### src/rtl/raycast_pkg.sv
// Shared raycaster types: screen geometry, pixel type, DDA hit record and
// the column_writer state encoding.
package raycast_pkg;

  localparam int SCREEN_WIDTH  = 320;
  localparam int SCREEN_HEIGHT = 240;

  typedef logic [7:0] pixel_t;

  typedef struct packed {
    logic [8:0] hcount;
    logic [7:0] lineHeight;
    logic       wallType;
    logic [3:0] mapData;
    logic [7:0] wallX;
  } dda_result_t;

  typedef enum logic [1:0] {
    ST_IDLE,
    ST_SETUP,
    ST_WRITE,
    ST_DONE
  } cw_state_t;

endpackage

### src/rtl/dda_result_slot.sv
// One-entry holding buffer between the DDA and the column writer.
// A push that lands on a full slot without a matching pop is dropped and latched as overflow.
module dda_result_slot
  import raycast_pkg::*;
(
  input  logic        clk,
  input  logic        rst_n,
  input  logic        push,
  input  logic        pop,
  input  dda_result_t din,
  output dda_result_t dout,
  output logic        full,
  output logic        overflow
);

  always_ff @(posedge clk or negedge rst_n) begin
    if (!rst_n) begin
      dout     <= '0;
      full     <= 1'b0;
      overflow <= 1'b0;
    end else begin
      // A simultaneous pop frees the entry, so the new result can take its place.
      if (push && (!full || pop)) begin
        dout <= din;
        full <= 1'b1;
      end else if (pop) begin
        full <= 1'b0;
      end
      if (push && full && !pop) begin
        overflow <= 1'b1;
      end
    end
  end

endmodule

### src/rtl/column_writer.sv
// Expands one DDA hit into a full framebuffer column: ceiling, wall, floor rows.
// Define COLUMN_WRITER_Y_SHADE_EN to draw Y-side walls in the darker half of the shade range.
module column_writer #(
  parameter int                 SCREEN_WIDTH  = raycast_pkg::SCREEN_WIDTH,
  parameter int                 SCREEN_HEIGHT = raycast_pkg::SCREEN_HEIGHT,
  parameter raycast_pkg::pixel_t CEIL_COLOR   = 8'h11,
  parameter raycast_pkg::pixel_t FLOOR_COLOR  = 8'h22
) (
  input  logic                                         pixel_clk_in,
  input  logic                                         rst_in,
  input  logic                                         dda_valid_in,
  input  logic [8:0]                                   hcount_ray_in,
  input  logic [7:0]                                   lineHeight_in,
  input  logic                                         wallType_in,
  input  logic [3:0]                                   mapData_in,
  input  logic [7:0]                                   wallX_in,
  input  logic                                         fb_ready_in,
  output logic [$clog2(SCREEN_WIDTH*SCREEN_HEIGHT)-1:0] fb_addr_out,
  output raycast_pkg::pixel_t                          fb_data_out,
  output logic                                         fb_we_out,
  output logic                                         busy_out,
  output logic                                         column_done_out,
  output logic                                         overflow_out
);
  import raycast_pkg::*;

  localparam int ADDR_W = $clog2(SCREEN_WIDTH*SCREEN_HEIGHT);
  localparam int Y_W    = $clog2(SCREEN_HEIGHT+1);

  cw_state_t   state;
  dda_result_t cur;
  dda_result_t slot_data;
  dda_result_t new_result;
  logic        slot_full;
  logic        pop;
  logic [Y_W-1:0] y;
  logic [Y_W-1:0] line_h;
  logic [Y_W-1:0] h;
  logic [Y_W-1:0] draw_start;
  logic [Y_W-1:0] draw_stop;
  logic [Y_W-1:0] next_row;
  pixel_t      wall_pixel;
  pixel_t      next_pixel;
  logic        unused_bits;

  assign new_result = '{hcount: hcount_ray_in, lineHeight: lineHeight_in, wallType: wallType_in,
                        mapData: mapData_in, wallX: wallX_in};
  assign pop = slot_full && (state == ST_IDLE || state == ST_DONE);
  assign busy_out = slot_full;

  dda_result_slot u_slot (
    .clk      (pixel_clk_in),
    .rst_n    (rst_in),
    .push     (dda_valid_in),
    .pop      (pop),
    .din      (new_result),
    .dout     (slot_data),
    .full     (slot_full),
    .overflow (overflow_out)
  );

  // Wall span derived from the working result; draw_stop is exclusive so h==0 yields no wall rows.
  assign line_h     = Y_W'(cur.lineHeight);
  assign h          = (line_h > Y_W'(SCREEN_HEIGHT)) ? Y_W'(SCREEN_HEIGHT) : line_h;
  assign draw_start = (Y_W'(SCREEN_HEIGHT) - h) >> 1;
  assign draw_stop  = draw_start + h;
  assign next_row   = (state == ST_WRITE) ? y + 1'b1 : '0;

`ifdef COLUMN_WRITER_Y_SHADE_EN
  assign wall_pixel = cur.wallType ? {cur.mapData, 1'b0, cur.wallX[7:5]}
                                   : {cur.mapData, cur.wallX[7:4]};
`else
  assign wall_pixel = {cur.mapData, cur.wallX[7:4]};
`endif
  assign unused_bits = ^{cur.wallX[3:0], cur.wallType};

  always_comb begin
    next_pixel = FLOOR_COLOR;
    if (next_row < draw_start) begin
      next_pixel = CEIL_COLOR;
    end else if (next_row < draw_stop) begin
      next_pixel = wall_pixel;
    end
  end

  // Outputs are registered one row ahead so a stalled write holds address and data steady.
  always_ff @(posedge pixel_clk_in or negedge rst_in) begin
    if (!rst_in) begin
      state           <= ST_IDLE;
      cur             <= '0;
      y               <= '0;
      fb_addr_out     <= '0;
      fb_data_out     <= '0;
      fb_we_out       <= 1'b0;
      column_done_out <= 1'b0;
    end else begin
      column_done_out <= 1'b0;
      case (state)
        ST_IDLE: begin
          if (slot_full) begin
            cur   <= slot_data;
            state <= ST_SETUP;
          end
        end
        ST_SETUP: begin
          y           <= '0;
          fb_addr_out <= ADDR_W'(cur.hcount);
          fb_data_out <= next_pixel;
          fb_we_out   <= 1'b1;
          state       <= ST_WRITE;
        end
        ST_WRITE: begin
          if (fb_ready_in) begin
            if (y == Y_W'(SCREEN_HEIGHT-1)) begin
              fb_we_out       <= 1'b0;
              column_done_out <= 1'b1;
              state           <= ST_DONE;
            end else begin
              y           <= next_row;
              fb_addr_out <= fb_addr_out + ADDR_W'(SCREEN_WIDTH);
              fb_data_out <= next_pixel;
            end
          end
        end
        ST_DONE: begin
          if (slot_full) begin
            cur   <= slot_data;
            state <= ST_SETUP;
          end else begin
            state <= ST_IDLE;
          end
        end
        default: state <= ST_IDLE;
      endcase
    end
  end

endmodule
### config.mk
export PLATFORM = sky130hd
export DESIGN_NAME = column_writer
export DESIGN_NICKNAME = d
export VERILOG_FILES = /design/src/rtl/raycast_pkg.sv /design/src/rtl/dda_result_slot.sv /design/src/rtl/column_writer.sv
export SDC_FILE = /design/constraint.sdc
export NUM_CORES = 1
export LEC_CHECK = 0
export ABC_AREA = 1
export ABC_CLOCK_PERIOD_IN_PS = 3840
export CORE_MARGIN = 10
export CORE_UTILIZATION = 45
export CTS_CLUSTER_SIZE = 16
export DETAILED_ROUTE_END_ITERATION = 6
export PLACE_DENSITY = 0.67
export SLEW_MARGIN = 15
export SYNTH_ARGS = -nofsm -noshare
export SYNTH_HDL_FRONTEND = slang
export SYNTH_HIERARCHICAL = 1
export SYNTH_SLANG_ARGS = --single-unit
export TNS_END_PERCENT = 100
### constraint.sdc
create_clock -name pixel_clk_in -period 3.84 [get_ports pixel_clk_in]
set_clock_uncertainty 0.05 [all_clocks]
set_input_delay 0.384 -clock pixel_clk_in [delete_from_list [all_inputs] [get_ports pixel_clk_in]]
set_output_delay 0.384 -clock pixel_clk_in [all_outputs]
set_load 0.02 [all_outputs]
==> flow_summary.yaml, run 1 <==
clock_tree:
  cts_made_buffers: 9
  cts_tree: "done"
  cts_hold_buf: 0
  ctsLongestPathBuffers: 2
  clock-root-buffer: "clkbuf_8"
  insertion_delay_ns: 0.37
  cts_sinks: 89
  clkTransAtPathRegs_ns: 0.09
  htree_num_levels: 3
setup_path:
  critPathRequiredTime_ns: 4.10
  path_delay_family: "simple AND/OR/NAND/NOR gates"
  cpMaxStageDelayCell: "dfrtp_1"
  max_stage_delay_ns: 0.42
  crit_top_cell: "nand2_1"
  path_class: "flop to flop"
  r2r-end: "fb_data_out[3]"
  crit_path_end_kind: "flop"
  reg2reg_slack_ns: 0.33
  crit_buf_inv: 4
  worstPathMaxFanout: 8
  r2r_cells: 25
  r2r-start: "line_h[1]"
  start_kind: "flop"
  cp.arrival_ns: 3.77
routing:
  vias: 3991
  m1WireLength_um: 4820
  wl_met3_um: 763
  wire_per_inst_um: 13.8
  drtIter0Drc: 189
  routed_wl_um: 11000
  vias_per_cell: 5.01
  first_pass_iters: 4
  route.met2.wl_um: 5180
  postRouteAntennaNets: 0
  top_layer_used: "met4"
  drc_errors: 0
power_and_ir_drop:
  ir_drop_v: 0.000245
  p_leak_nw: 2.93
  power_density_nw_per_um2: 391
placed_design:
  dp_slack_ns: 0.156
  portBuffers: 57
  gp_congestion: 0.875
  placed_cells: 777
  hpwl_um: 7890
timing:
  worst_pin_slew_ns: 0.848
  holdWs_ns: 0.0784
  fin_crit_ns: 3.51
  clock.fmax_mhz: 285
  finalCritPeriodShare: 0.914
  max_slew_margin: 0.433
  tns_ns: 0
  worst_slack_ns: 0.329
  hold_viol: 0
  setup_violations: 0
  drv_slew: 0
global_routing:
  grt_pass1_vias: 4037
  antenna_found_initial: 0
  grt_max_degree: 68
  grt_overflow: 0
  grt_pass1_wl_um: 18800
  grt_usage: 0.154
die:
  die_w_um: 122
  initial_core_util: 0.460
  rows: 37
  core_area_um2: 10300
  pin_count: 63
  dieArea_um2: 15000
  die_height_um: 122
finish:
  multi_input_area_um2: 2190
  layout-drive-gt1-share: 0.0968
  fin_util: 0.556
  antennaDiodeCount: 0
  final_cells: 797
  fillCellCount: 1011
  fin_nets: 715
  regArea_um2: 2230
  areaGrowthSynthToFinish_pct: 21.0
run:
  maxCapViolCount: 0
logic_synthesis:
  synthCells: 594
  ys_warn_count: 6
  synth_nets: 653
  syn_area_um2: 4730
  syn_avg_cell_area_um2: 7.96
outcome:
  status: "finished, final reports clean"
worst_hold_path:
  min_path_type: "input port to async pin"
flip-flops by register name (all words and copies together) (netlist names):
signal           cells
cur                 17
y                    8
line_h               8
fb_we_out            1
u_slot/dout         25
fb_data_out          8
u_slot/overflow      1
state                2
u_slot/full          1
column_done_out      1
fb_addr_out         17
cell usage in the layout (no fill, tap or decap), drive strengths merged, types with 3 or more instances in the layout:
| cell | instances |
|---|---|
| nand2 | 207 |
| dfrtp | 89 |
| inv | 65 |
| clkdlybuf4s50 | 56 |
| nand3 | 43 |
| nor2 | 40 |
| o21ai | 37 |
| ha | 25 |
| a21oi | 21 |
| buf | 18 |
| clkbuf | 10 |
| o22ai | 7 |
| nor3 | 6 |
| nand4 | 5 |
| xor2 | 5 |
| nand3b | 4 |
| a31oi | 3 |
| o21bai | 3 |
| xnor2 | 3 |
area by class of cell:
type | instances | area share
sequential | 89 | 0.389
inverter | 64 | 0.0420
clock buffer | 10 | 0.0223
multi-input combinational | 418 | 0.383
clock inverter | 6 | 0.0118
tap | 136 | 0.0298
timing repair buffer | 74 | 0.122
metrics by stage:
step | instance area, um^2 | total power, mW
final | 5720 | 2.24
after global placement | 5450 | 1.59
after CTS | 5650 | 2.26
after floorplan | 4730 | 1.39
after global routing | 5720 | 2.37
after detailed placement | 5450 | 1.60
worst max-delay path by stage:
stage	start	end	slack, ns	cells past startpoint
after floorplan	line_h[2]	fb_data_out[1]	0.40	23
after global placement	line_h[1]	fb_data_out[5]	0.18	25
after detailed placement	line_h[1]	fb_data_out[1]	0.16	25
after CTS	line_h[1]	fb_data_out[1]	0.12	25
after global routing	line_h[5]	fb_data_out[1]	-0.02	25
final	line_h[1]	fb_data_out[3]	0.33	25
routing by layer:
layer	global-route usage	up-vias
met4	0.0611	0
met1	0.186	1883
li1	-	2018
met5	0	-
met3	0.0409	16
met2	0.256	74
power breakdown:
part | internal, mW | leakage [nW] | total (mW) | switching (mW)
Sequential | 1.00 | 1.19 | 1.09 | 0.0834
Clock | 0.303 | 0.0929 | 0.655 | 0.351
Combinational | 0.218 | 1.65 | 0.498 | 0.279
Total | 1.52 | 2.93 | 2.24 | 0.714
timing repair:
item,CTS,global route
gates resized for setup,0,11
setup endpoints to repair,0,8
buffers inserted,0,4
Note: power is estimated with default switching activity, not from simulation.
==> run 2: changes to the inputs <==
--- a/config.mk
+++ b/config.mk
@@ -12,7 +12,6 @@
 export CTS_CLUSTER_SIZE = 16
 export DETAILED_ROUTE_END_ITERATION = 6
 export PLACE_DENSITY = 0.67
-export SLEW_MARGIN = 15
 export SYNTH_ARGS = -nofsm -noshare
 export SYNTH_HDL_FRONTEND = slang
 export SYNTH_HIERARCHICAL = 1
==> results of run 2 <==
Same layout as run 1: the final DEF is identical, and so are final timing and power.
==> run 3: changes to the inputs <==
--- a/config.mk
+++ b/config.mk
@@ -11,7 +11,9 @@
 export CORE_UTILIZATION = 45
 export CTS_CLUSTER_SIZE = 16
 export DETAILED_ROUTE_END_ITERATION = 6
+export GPL_ROUTABILITY_DRIVEN = 0
 export PLACE_DENSITY = 0.67
+export SETUP_SLACK_MARGIN = 0.05
 export SYNTH_ARGS = -nofsm -noshare
 export SYNTH_HDL_FRONTEND = slang
 export SYNTH_HIERARCHICAL = 1
==> run 3 against run 2 <==
Compared with the run above: critical path depth shrank 2; non-clock buffer count grew 1; sequential cell count did not move; clock power barely moved; worst setup slack better by 0.013 ns; first-iteration DRC count increased by 3.2%; global-route usage unchanged; critical path type unchanged; highest routed layer unchanged.
==> flow_summary.yaml, run 3 (synthesis gave the netlist of run 1 again) <==
outcome:
  status: "finished, final reports clean"
placed_design:
  placed_cells: 777
  hpwl_um: 7890
  portBuffers: 57
  placed_area_um2: 5450
global_routing:
  grt_usage: 0.154
  grt_max_degree: 68
  grt_pass1_vias: 4037
  grt_overflow: 0
  grt_pass1_wl_um: 18800
  antenna_found_initial: 0
clock_tree:
  cts_hold_buf: 0
  cts_tree: "done"
  clock-root-buffer: "clkbuf_8"
  clkTransAtPathRegs_ns: 0.09
  ctsLongestPathBuffers: 2
  htree_num_levels: 3
  cts_sinks: 89
  cts_made_buffers: 9
  insertion_delay_ns: 0.37
routing:
  drc_errors: 0
  wl_met3_um: 718
  top_layer_used: "met4"
  postRouteAntennaNets: 0
  first_pass_iters: 4
  wire_per_inst_um: 13.8
  m1WireLength_um: 4870
  vias_per_cell: 5.00
  route.met2.wl_um: 5220
  routed_wl_um: 11000
  drtIter0Drc: 195
  vias: 3991
timing:
  setup_violations: 0
  clock.fmax_mhz: 286
  max_slew_margin: 0.427
  finalCritPeriodShare: 0.911
  drv_slew: 0
  rsz0062_at_grt: "no"
  fin_crit_ns: 3.50
  worst_pin_slew_ns: 0.858
  hold_viol: 0
  tns_ns: 0
die:
  dieArea_um2: 15000
  core_area_um2: 10300
  die_height_um: 122
  rows: 37
  initial_core_util: 0.460
  die_w_um: 122
  pin_count: 63
finish:
  most-common-layout-cells: "nand2_1, dfrtp_1, inv_1"
  layout-drive-gt1-share: 0.0997
  final_cells: 798
  largest_reg_flops: 25
  reg_top3: "u_slot/dout (25), cur (17), fb_addr_out (17)"
  regArea_um2: 2230
  fillCellCount: 1011
  multi_input_area_um2: 2190
  largest_register: "u_slot/dout"
  layout_commonest_cell: "nand2_1"
  fin_util: 0.557
  areaGrowthSynthToFinish_pct: 21.2
  antennaDiodeCount: 0
  fin_nets: 716
  final_area_um2: 5730
setup_path:
  path_delay_family: "simple AND/OR/NAND/NOR gates"
  worstPathMaxFanout: 6
  path_class: "flop to flop"
  crit_top_cell: "nand2_1"
  crit_buf_inv: 6
  max_stage_delay_ns: 0.40
  start_kind: "flop"
  crit_path_end_kind: "flop"
  path_cells: "nor2_2, buf_4, a31oi_1, nand2_1, xnor2_2, inv_1, ha_1, inv_1, o21bai_1, inv_1, nand2_1, inv_1, nand3_1, nand2_1, ha_1, a21oi_1, nor2_1, a211oi_2, buf_4, nand2_2, nor2_1, nand2_1, nand2_1"
  critPathRequiredTime_ns: 4.10
  cpMaxStageDelayCell: "dfrtp_1"
  cp.arrival_ns: 3.76
power_and_ir_drop:
  ir_drop_v: 0.000245
  p_leak_nw: 2.94
  power_mw: 2.24
  power_density_nw_per_um2: 391
run:
  maxCapViolCount: 0
worst_hold_path:
  min_path_type: "input port to async pin"
==> run 3: cell types whose count changed in the layout (fill, tap and decap cells not counted) <==
| cell | change |
|---|---|
| ha_2 | +1 |
| buf_4 | +1 |
| ha_1 | -1 |
==> run 3: path summary, 6_finish.rpt <==
path	start	endpoint	slack [ns]	cells after the start
max	line_h[1]	fb_data_out[3]	0.34	23
min	rst_in	state[0]	0.08	1
max reg2reg	line_h[1]	fb_data_out[3]	0.34	23
min reg2reg	u_slot/dout[8]	cur[8]	0.43	2
max in group asynchronous	rst_in	u_slot/full	2.84	2
min in group pixel_clk_in	u_slot/dout[8]	cur[8]	0.43	2
==> run 3: worst register-to-register path: cells and delay by family (launching register included) <==
kind,cells,cell delay [ns]
simple gates,10,0.81
compound gates,4,0.72
fa+ha+maj,2,0.66
buf+inv,6,0.60
flops,1,0.40
xor+xnor,1,0.21
==> run 3: area by class of cell <==
| class | count | area share |
|---|---|---|
| multi-input cells | 418 | 0.383 |
| repair buffers | 75 | 0.123 |
| clock buffers | 10 | 0.0223 |
| clock inverters | 6 | 0.0118 |
| flip-flops and latches | 89 | 0.389 |
| inverters | 64 | 0.0419 |
| well taps | 136 | 0.0297 |
==> run 3: timing repair <==
action	4_1_cts	5_1_grt
buffers inserted	0	5
setup endpoints to repair	0	8
resized for setup	0	12
==> run 3: where the power goes <==
| part | total [mW] | switching, mW | internal (mW) |
|---|---|---|---|
| combinational | 0.499 | 0.280 | 0.219 |
| clock | 0.654 | 0.350 | 0.303 |
| sequential | 1.09 | 0.0834 | 1.00 |
| total | 2.24 | 0.714 | 1.52 |
==> run 3: per-stage QoR <==
| step | hold WS (ns) | setup WS, ns |
|---|---|---|
| 2_1_floorplan | 0.0384 | 0.401 |
| 3_3_place_gp | 0.405 | 0.181 |
| 3_5_place_dp | 0.406 | 0.156 |
| 4_1_cts | 0.108 | 0.122 |
| 5_1_grt | 0.140 | 0.0132 |
| 6_report | 0.0795 | 0.342 |
==> run 3: metal layers <==
metal,track usage,vias to the layer above
li1,-,2018
met1,0.186,1888
met2,0.256,69
met3,0.0409,16
met4,0.0611,0
met5,0,-
